==> config.mk <==
export PLATFORM = sky130hd
export DESIGN_NAME = dmem_port_sched
export DESIGN_NICKNAME = d
export VERILOG_FILES = /design/src/rtl/dmem_port_sched_pkg.sv /design/src/rtl/dmem_port_sched_rr_arb2.sv /design/src/rtl/dmem_port_sched.sv
export SDC_FILE = /design/constraint.sdc
export NUM_CORES = 1
export LEC_CHECK = 0
export BUFFER_PORTS_ARGS = -buffer_cell sky130_fd_sc_hd__buf_4
export CAP_MARGIN = 10
export CORE_UTILIZATION = 45
export CTS_CLUSTER_DIAMETER = 40
export CTS_CLUSTER_SIZE = 10
export DETAILED_ROUTE_END_ITERATION = 8
export PLACE_DENSITY = 0.79
export SKIP_LAST_GASP = 1
export SLEW_MARGIN = 40
export SYNTH_ARGS = -nofsm -noshare
export SYNTH_HDL_FRONTEND = slang
export SYNTH_SLANG_ARGS = --single-unit
==> constraint.sdc <==
create_clock -name i_clk -period 2 [get_ports i_clk]
set_input_delay 0.4 -clock i_clk [delete_from_list [all_inputs] [get_ports i_clk]]
set_output_delay 0.4 -clock i_clk [all_outputs]
set_load 0.05 [all_outputs]
==> src/rtl/dmem_port_sched_pkg.sv <==
// rtl/dmem_port_sched_pkg.sv - shared types for the data memory port scheduler
package dmem_sched_pkg;

  localparam int ADDR_W_P  = 32;
  localparam int DATA_W_P  = 32;
  localparam int TAG_W_P   = 4;
  localparam int MEM_BYTES = 32;

  typedef enum logic {
    RD = 1'b0,
    WR = 1'b1
  } req_kind_e;

  typedef struct packed {
    req_kind_e             kind;
    logic [ADDR_W_P-1:0]   addr;
    logic [DATA_W_P-1:0]   data;
    logic [TAG_W_P-1:0]    tag;
  } issue_t;

endpackage

==> src/rtl/dmem_port_sched_rr_arb2.sv <==
// rtl/dmem_port_sched_rr_arb2.sv - two-way round-robin arbiter, bit 0 preferred after reset
module rr_arb2 (
  input  logic       i_clk,
  input  logic       i_reset_n,
  input  logic [1:0] i_req,
  output logic [1:0] o_grant
);

  logic r_ptr;

  always_comb begin
    o_grant = 2'b00;
    case (i_req)
      2'b01:   o_grant = 2'b01;
      2'b10:   o_grant = 2'b10;
      2'b11:   o_grant = r_ptr ? 2'b10 : 2'b01;
      default: o_grant = 2'b00;
    endcase
  end

  // Any grant hands priority to the other side, single-sided grants included.
  always_ff @(posedge i_clk or negedge i_reset_n) begin
    if (!i_reset_n) begin
      r_ptr <= 1'b0;
    end else if (o_grant[0]) begin
      r_ptr <= 1'b1;
    end else if (o_grant[1]) begin
      r_ptr <= 1'b0;
    end
  end

endmodule

==> src/rtl/dmem_port_sched.sv <==
// rtl/dmem_port_sched.sv - schedules store commits and loads onto one data memory port
module dmem_port_sched
  import dmem_sched_pkg::*;
#(
  parameter int ADDR_W = ADDR_W_P,
  parameter int DATA_W = DATA_W_P,
  parameter int TAG_W  = TAG_W_P
) (
  input  logic              i_clk,
  input  logic              i_reset_n,
  input  logic              i_flush,
  input  logic              i_st_valid,
  output logic              o_st_ready,
  input  logic [ADDR_W-1:0] i_st_addr,
  input  logic [DATA_W-1:0] i_st_data,
  input  logic              i_ld_valid,
  output logic              o_ld_ready,
  input  logic [ADDR_W-1:0] i_ld_addr,
  input  logic [TAG_W-1:0]  i_ld_tag,
  output logic              o_ld_resp_valid,
  input  logic              i_ld_resp_ready,
  output logic [TAG_W-1:0]  o_ld_resp_tag,
  output logic [DATA_W-1:0] o_ld_resp_data,
  output logic [ADDR_W-1:0] o_mem_addr,
  output logic [DATA_W-1:0] o_mem_wr_data,
  output logic              o_mem_write,
  output logic              o_mem_read,
  input  logic [DATA_W-1:0] i_mem_rd_data,
  output logic              o_busy
);

  issue_t             r_iss;
  logic               r_iss_v;
  logic               r_rw_v;
  logic [TAG_W-1:0]   r_rw_tag;
  logic               r_resp_v;
  logic [TAG_W-1:0]   r_resp_tag;
  logic [DATA_W-1:0]  r_resp_data;

  logic               w_iss_rd;
  logic               w_iss_wr;
  logic               w_resp_hold;
  logic               w_ld_elig;
  logic [1:0]         w_req;
  logic [1:0]         w_grant;

  assign w_iss_rd    = r_iss_v && (r_iss.kind == RD);
  assign w_iss_wr    = r_iss_v && (r_iss.kind == WR);
  assign w_resp_hold = r_resp_v && !i_ld_resp_ready;

  // Only one load in flight; a response being popped this cycle frees the slot.
  assign w_ld_elig = !(w_iss_rd || r_rw_v || w_resp_hold) && !i_flush;
  assign w_req     = {i_ld_valid && w_ld_elig, i_st_valid} & {2{i_reset_n}};

  rr_arb2 u_arb (
    .i_clk     (i_clk),
    .i_reset_n (i_reset_n),
    .i_req     (w_req),
    .o_grant   (w_grant)
  );

  assign o_st_ready = w_grant[0];
  assign o_ld_ready = w_grant[1];

  // Payload fields are only rewritten on a grant so mem_addr/mem_wr_data hold when idle.
  always_ff @(posedge i_clk or negedge i_reset_n) begin
    if (!i_reset_n) begin
      r_iss_v <= 1'b0;
      r_iss   <= '0;
    end else begin
      r_iss_v <= |w_grant;
      if (w_grant[0]) begin
        r_iss.kind <= WR;
        r_iss.addr <= i_st_addr;
        r_iss.data <= i_st_data;
      end else if (w_grant[1]) begin
        r_iss.kind <= RD;
        r_iss.addr <= i_ld_addr;
        r_iss.tag  <= i_ld_tag;
      end
    end
  end

  // A read already on the port during flush still hits memory; dropping it here discards the data.
  always_ff @(posedge i_clk or negedge i_reset_n) begin
    if (!i_reset_n) begin
      r_rw_v   <= 1'b0;
      r_rw_tag <= '0;
    end else begin
      r_rw_v <= w_iss_rd && !i_flush;
      if (w_iss_rd) begin
        r_rw_tag <= r_iss.tag;
      end
    end
  end

  always_ff @(posedge i_clk or negedge i_reset_n) begin
    if (!i_reset_n) begin
      r_resp_v    <= 1'b0;
      r_resp_tag  <= '0;
      r_resp_data <= '0;
    end else if (i_flush) begin
      r_resp_v <= 1'b0;
    end else if (r_rw_v) begin
      r_resp_v    <= 1'b1;
      r_resp_tag  <= r_rw_tag;
      r_resp_data <= i_mem_rd_data;
    end else if (i_ld_resp_ready) begin
      r_resp_v <= 1'b0;
    end
  end

  assign o_mem_write     = w_iss_wr;
  assign o_mem_read      = w_iss_rd;
  assign o_mem_addr      = r_iss.addr;
  assign o_mem_wr_data   = r_iss.data;
  assign o_ld_resp_valid = r_resp_v;
  assign o_ld_resp_tag   = r_resp_tag;
  assign o_ld_resp_data  = r_resp_data;
  assign o_busy          = r_iss_v || r_rw_v || r_resp_v;

  a_rw_exclusive: assert property (@(posedge i_clk) disable iff (!i_reset_n)
    !(o_mem_write && o_mem_read));

endmodule

### Word level (Yosys, flattened, before mapping)

Cells that the tools add are included.
W data, S select, Z words.

* reduce and logical (&&, ||, !) cells: 18
* muxes and demuxes: 9
* bitwise gates (word level): 4
* equality and inequality tests: 3

Operators by type and width (count)
* $mux W33: 2
* $logic_and A1 B1 Y1: 6
* $pmux W2 S3: 1
* $mux W1: 5
* $eq A2 B2 Y1 const B: 2
* $logic_or A1 B1 Y1: 4
* $reduce_and A2 Y1: 2
* $logic_not A1 Y1: 3
* $not A1 Y1: 3
* $reduce_bool A3 Y1: 1
* $and A2 B2 Y2: 1
* $eq A2 B1 Y1 const B: 1
* $mux W2: 1
* $reduce_bool A2 Y1: 1
* $reduce_or A2 Y1: 1

* register bits after elaboration: 113
* logic and storage cells: 45
* input port bits: 138

### Depth between registers and ports, before layout

* word-level depth: 12
* mapped depth: 5
* mapped depth without buffers: 4

### By module

From an unflattened synthesis, not the netlist that was laid out.

* cell total of the unflattened synthesis: 389
* area total of the unflattened synthesis: 5163.7 µm²

Modules (own cells, without submodules)
* dmem_port_sched: area an instance 5109.9 µm², instances 1, cells an instance 383, seq. area each 2802.7 µm²
* rr_arb2: area an instance 53.8 µm², instances 1, cells an instance 6, seq. area each 25.0 µm²

### Least setup slack after synthesis

Ideal clock, no wire load.

* path kind: register to output
* start: reg r_resp_v (netlist: o_ld_resp_valid)
* end: out o_ld_ready
* setup slack: -60 ps
* path buffers: 1
* stages on the path, launching flop included: 4
* data required time: 1600 ps
* arrival: 1660 ps
* path through: dfrtp_1 -> nor2b_1 -> nor4_4 -> buf_2

* longest elaborated chain between the ends: 8
* elaborated cells between the ends (all ways): 10
* classes of those cells: eq/ne (3); mux (1); bitwise (1); reduce/logical (5)

RTL lines
* start: declaration: RTL line dmem_port_sched.sv:36 `logic r_resp_v;`
* start signal: assignment: RTL line dmem_port_sched.sv:99 `r_resp_v <= 1'b0;`
* start signal: assignment: RTL line dmem_port_sched.sv:103 `r_resp_v <= 1'b0;`
* start signal: assignment: RTL line dmem_port_sched.sv:105 `r_resp_v <= 1'b1;`
* $logic_and A1 B1 Y1 *: RTL line dmem_port_sched.sv:49 `assign w_resp_hold = r_resp_v && !i_ld_resp_ready;`
* $logic_or A1 B1 Y1 *: RTL line dmem_port_sched.sv:52 `assign w_ld_elig = !(w_iss_rd || r_rw_v || w_resp_hold) && !i_flush;`
* $logic_not A1 Y1 *: RTL line dmem_port_sched.sv:52
* $logic_and A1 B1 Y1 *: RTL line dmem_port_sched.sv:52
* $logic_and A1 B1 Y1 *: RTL line dmem_port_sched.sv:53 `assign w_req = {i_ld_valid && w_ld_elig, i_st_valid} & {2{i_reset_n}};`
* $and A2 B2 Y2 *: RTL line dmem_port_sched.sv:53
* $eq A2 B2 Y1 / $eq A2 B1 Y1 (equally long branches): RTL line dmem_port_sched_rr_arb2.sv:13 `case (i_req)`
* $pmux W2 S3 *: RTL line dmem_port_sched_rr_arb2.sv:13
* end: declaration: RTL line dmem_port_sched.sv:17 `output logic o_ld_ready,`

Every way passes the cells marked *; elsewhere a longest branch is shown, timed or not.

### Worst setup path after layout

Ends and elaborated chain as after synthesis.

==> results.toml <==
[power_and_ir_drop]
p_leak_uw = 0.00365
max-vdd-ir-drop_uv = 1110
power_density_nw_per_um2 = 1350

[grt]
grt_usage_pct = 20.6
grt_pass1_wl_mm = 18.2
grt_overflow = 0
grt_max_degree = 112
antenna_found_initial = 0
grt_pass1_vias = 3725

[timing]
period_share_pct = 98.3
setup_viol = 0
worst_pin_slew_ps = 590
finalCriticalPeriod_ps = 1970
relSlewSlack_pct = 60.7
setup_slack_ps = 33.8
drv_slew = 0
fmax_mhz = 509
rsz0062_at_grt = "true"
hold_viol = 0
skew_ps = 14.7

[cts]
clk_latency_ps = 370
cts_root_buf = "clkbuf_8"
cts_made_buffers = 9
cts.path.max_buffers = 2
cts.htree.levels = 3
clock-sinks = 112
clk_pin_slew_ps = 110
cts_tree = "built"

[route]
vias_per_cell = 4.89
first_pass_iters = 9
ant_nets = 0
wl_mm = 11.9
wl_per_cell_um = 15.8
drcViolationCount = 0
drt_iter0_markers = 294
vias = 3701

[critical_path]
startpoint = "o_ld_resp_valid"
rrSetupSlack_ps = 170
crit_end = "o_ld_ready"
reg2reg_to = "o_mem_addr[17]"
r2r_start = "r_iss[68]"
cp-start-kind = "flop"
cp-end-kind = "output port"
rr_worst_depth = 6
worstPathArrival_ps = 1570
cp.required_ps = 1600
crit_path_max_fanout = 8
critical_path_class = "reg2out"

[final_layout]
nFillCells = 896
final_nets = 751
n_antenna_cell = 0
final_util_pct = 63.5
drive_gt1_share_pct = 56.7
multiInputGateArea_um2 = 1350
syn2layout_area_growth_pct = 36.6
seqCellArea_um2 = 2800

[die]
core_um2 = 10900
die_area_um2 = 11700
start_util_pct = 46.5
io_pins = 244
die_y_um = 108
rows = 38
die_x_um = 108

[yosys]
syn_nets = 564
syn_inst = 426
synth-seq-area-share_pct = 55.4
netlist_top_cells_count = "112 x dfrtp_1, 99 x inv_1, 72 x mux2_2, 69 x buf_4, 32 x a222oi_1"
synth_edf_count = 0
yosys_warnings = 0
synthArstFlopShare_pct = 100
synth_area_um2 = 5060
yosys-top-cells-area = "dfrtp_1 55%, mux2_2 16%, buf_4 10%"
ys_seq_elements = 112
ys.flop_type = "dfrtp_1"
avgSynthCellArea_um2 = 11.9
yosysMostFrequentCell = "dfrtp_1"
yosys.area.top_type = "dfrtp_1"
synth_top_area_share_pct = 55.4
synth.distinct_cells = 21

[status]
status = "complete, no violations"

[placed_design]
port_buffers = 243
place_ws_ps = 144
dp_hpwl_mm = 8.88
place_congestion = 0.766

[job]
drv_cap = 0

[hold_path]
hp-class = "in2async"
==> layer usage <==
layer	routed length [um]	part of all wire, %	global-route usage (%)
met4	413	3.5	11.7
met5	0	0	0
met1	4410	37	22.7
met3	714	6.0	3.74
met2	6380	54	37.2
==> critical path: stages (launching register included) <==
cell and delay, ps:
dfrtp_1 420, nor2b_1 180, nor4_4 260, buf_6 170
buf_6 160
==> cell usage in the layout, fill, tap and decap left out <==
cell | Yosys | layout
a21oi_1 | 1 | 1
a222oi_1 | 32 | 32
a41oi_4 | 0 | 2
and2_1 | 2 | 2
buf_12 | 0 | 5
buf_4 | 69 | 248
buf_6 | 0 | 2
bufinv_16 | 0 | 1
clkbuf_8 | 0 | 12
dfrtp_1 | 112 | 111
dfrtp_2 | 0 | 1
dlygate4sd3_1 | 0 | 1
inv_1 | 99 | 98
inv_2 | 0 | 1
inv_6 | 0 | 2
mux2_2 | 72 | 72
nand2_1 | 13 | 13
nand2b_1 | 2 | 1
nand2b_2 | 0 | 1
nand3b_1 | 1 | 1
nor2_1 | 1 | 1
nor2_2 | 1 | 1
nor2b_1 | 3 | 3
nor4_4 | 1 | 1
o21ai_0 | 1 | 1
o21ba_2 | 1 | 1
o31ai_1 | 1 | 1
or3_1 | 1 | 1
==> logic make-up (layout without fill, tap and decap cells) <==
kind of cell / after synthesis / count (layout) / synth area share [%]
multiplexers: 72 / 72 / 16.0
buffers and inverters: 179 / 370 / 18.6
flip-flops: 112 / 112 / 55.4
AND/OR/NAND/NOR: 25 / 25 / 2.72
AO/OA/AOI/OAI: 38 / 38 / 7.22
==> state kept, by name, indices dropped and copies added, names as in the netlist <==
name             count
o_ld_resp_data      32
o_ld_resp_tag        4
o_ld_resp_valid      1
o_mem_addr          32
o_mem_wr_data       32
r_iss                5
r_iss_v              1
r_rw_tag             4
r_rw_v               1
==> where the power goes <==
group / leakage, uW / internal, uW / switching, uW / total, uW
registers: 0.00130 / 2960 / 388 / 3340
logic: 0.00224 / 1550 / 3010 / 4560
clock network: 0.000109 / 686 / 755 / 1440
total: 0.00365 / 5190 / 4150 / 9340
==> area by class of cell <==
type                            count  area share, %
Sequential cell                   112           40.6
Inverter                           99           5.38
Clock inverter                      3          0.688
Multi-Input combinational cell    135           19.6
Clock buffer                       12           2.39
Timing Repair Buffer              256           28.9
Tap cell                          140           2.53
==> metrics by stage <==
| step | hold WS, ps | setup TNS [ps] | power (uW) | instances | area [um2] |
|---|---|---|---|---|---|
| 4_1_cts | 172 | -44.5 | 9420 | 753 | 6880 |
| 5_1_grt | 182 | -57.1 | 9730 | 757 | 6910 |
| 3_5_place_dp | 216 | 0 | 7960 | 737 | 6650 |
| 3_3_place_gp | 210 | 0 | 7850 | 737 | 6650 |
| 6_report | 141 | 0 | 9340 | 757 | 6910 |
| 2_1_floorplan | 104 | 0 | 6740 | 426 | 5060 |
==> worst min-delay path by stage <==
stage,start,end,slack (ps),depth (start not counted)
2_1_floorplan,i_reset_n,o_ld_resp_data[0],100,0
4_1_cts,i_reset_n,o_mem_wr_data[10],170,2
5_1_grt,i_flush,o_ld_resp_valid,180,2
6_report,i_reset_n,o_mem_wr_data[5],140,2
3_3_place_gp,i_reset_n,r_rw_v,210,1
3_5_place_dp,i_reset_n,r_rw_v,220,1
==> timing repair <==
action | 4_1_cts | 5_1_grt
hold endpoints to repair | 1 | 0
resized for setup | 3 | 2
hold buffers | 1 | 0
setup endpoints to repair | 2 | 3
pin swaps | 0 | 1
buffers inserted | 0 | 4
No activity file was read; power rests on OpenSTA's default activity.
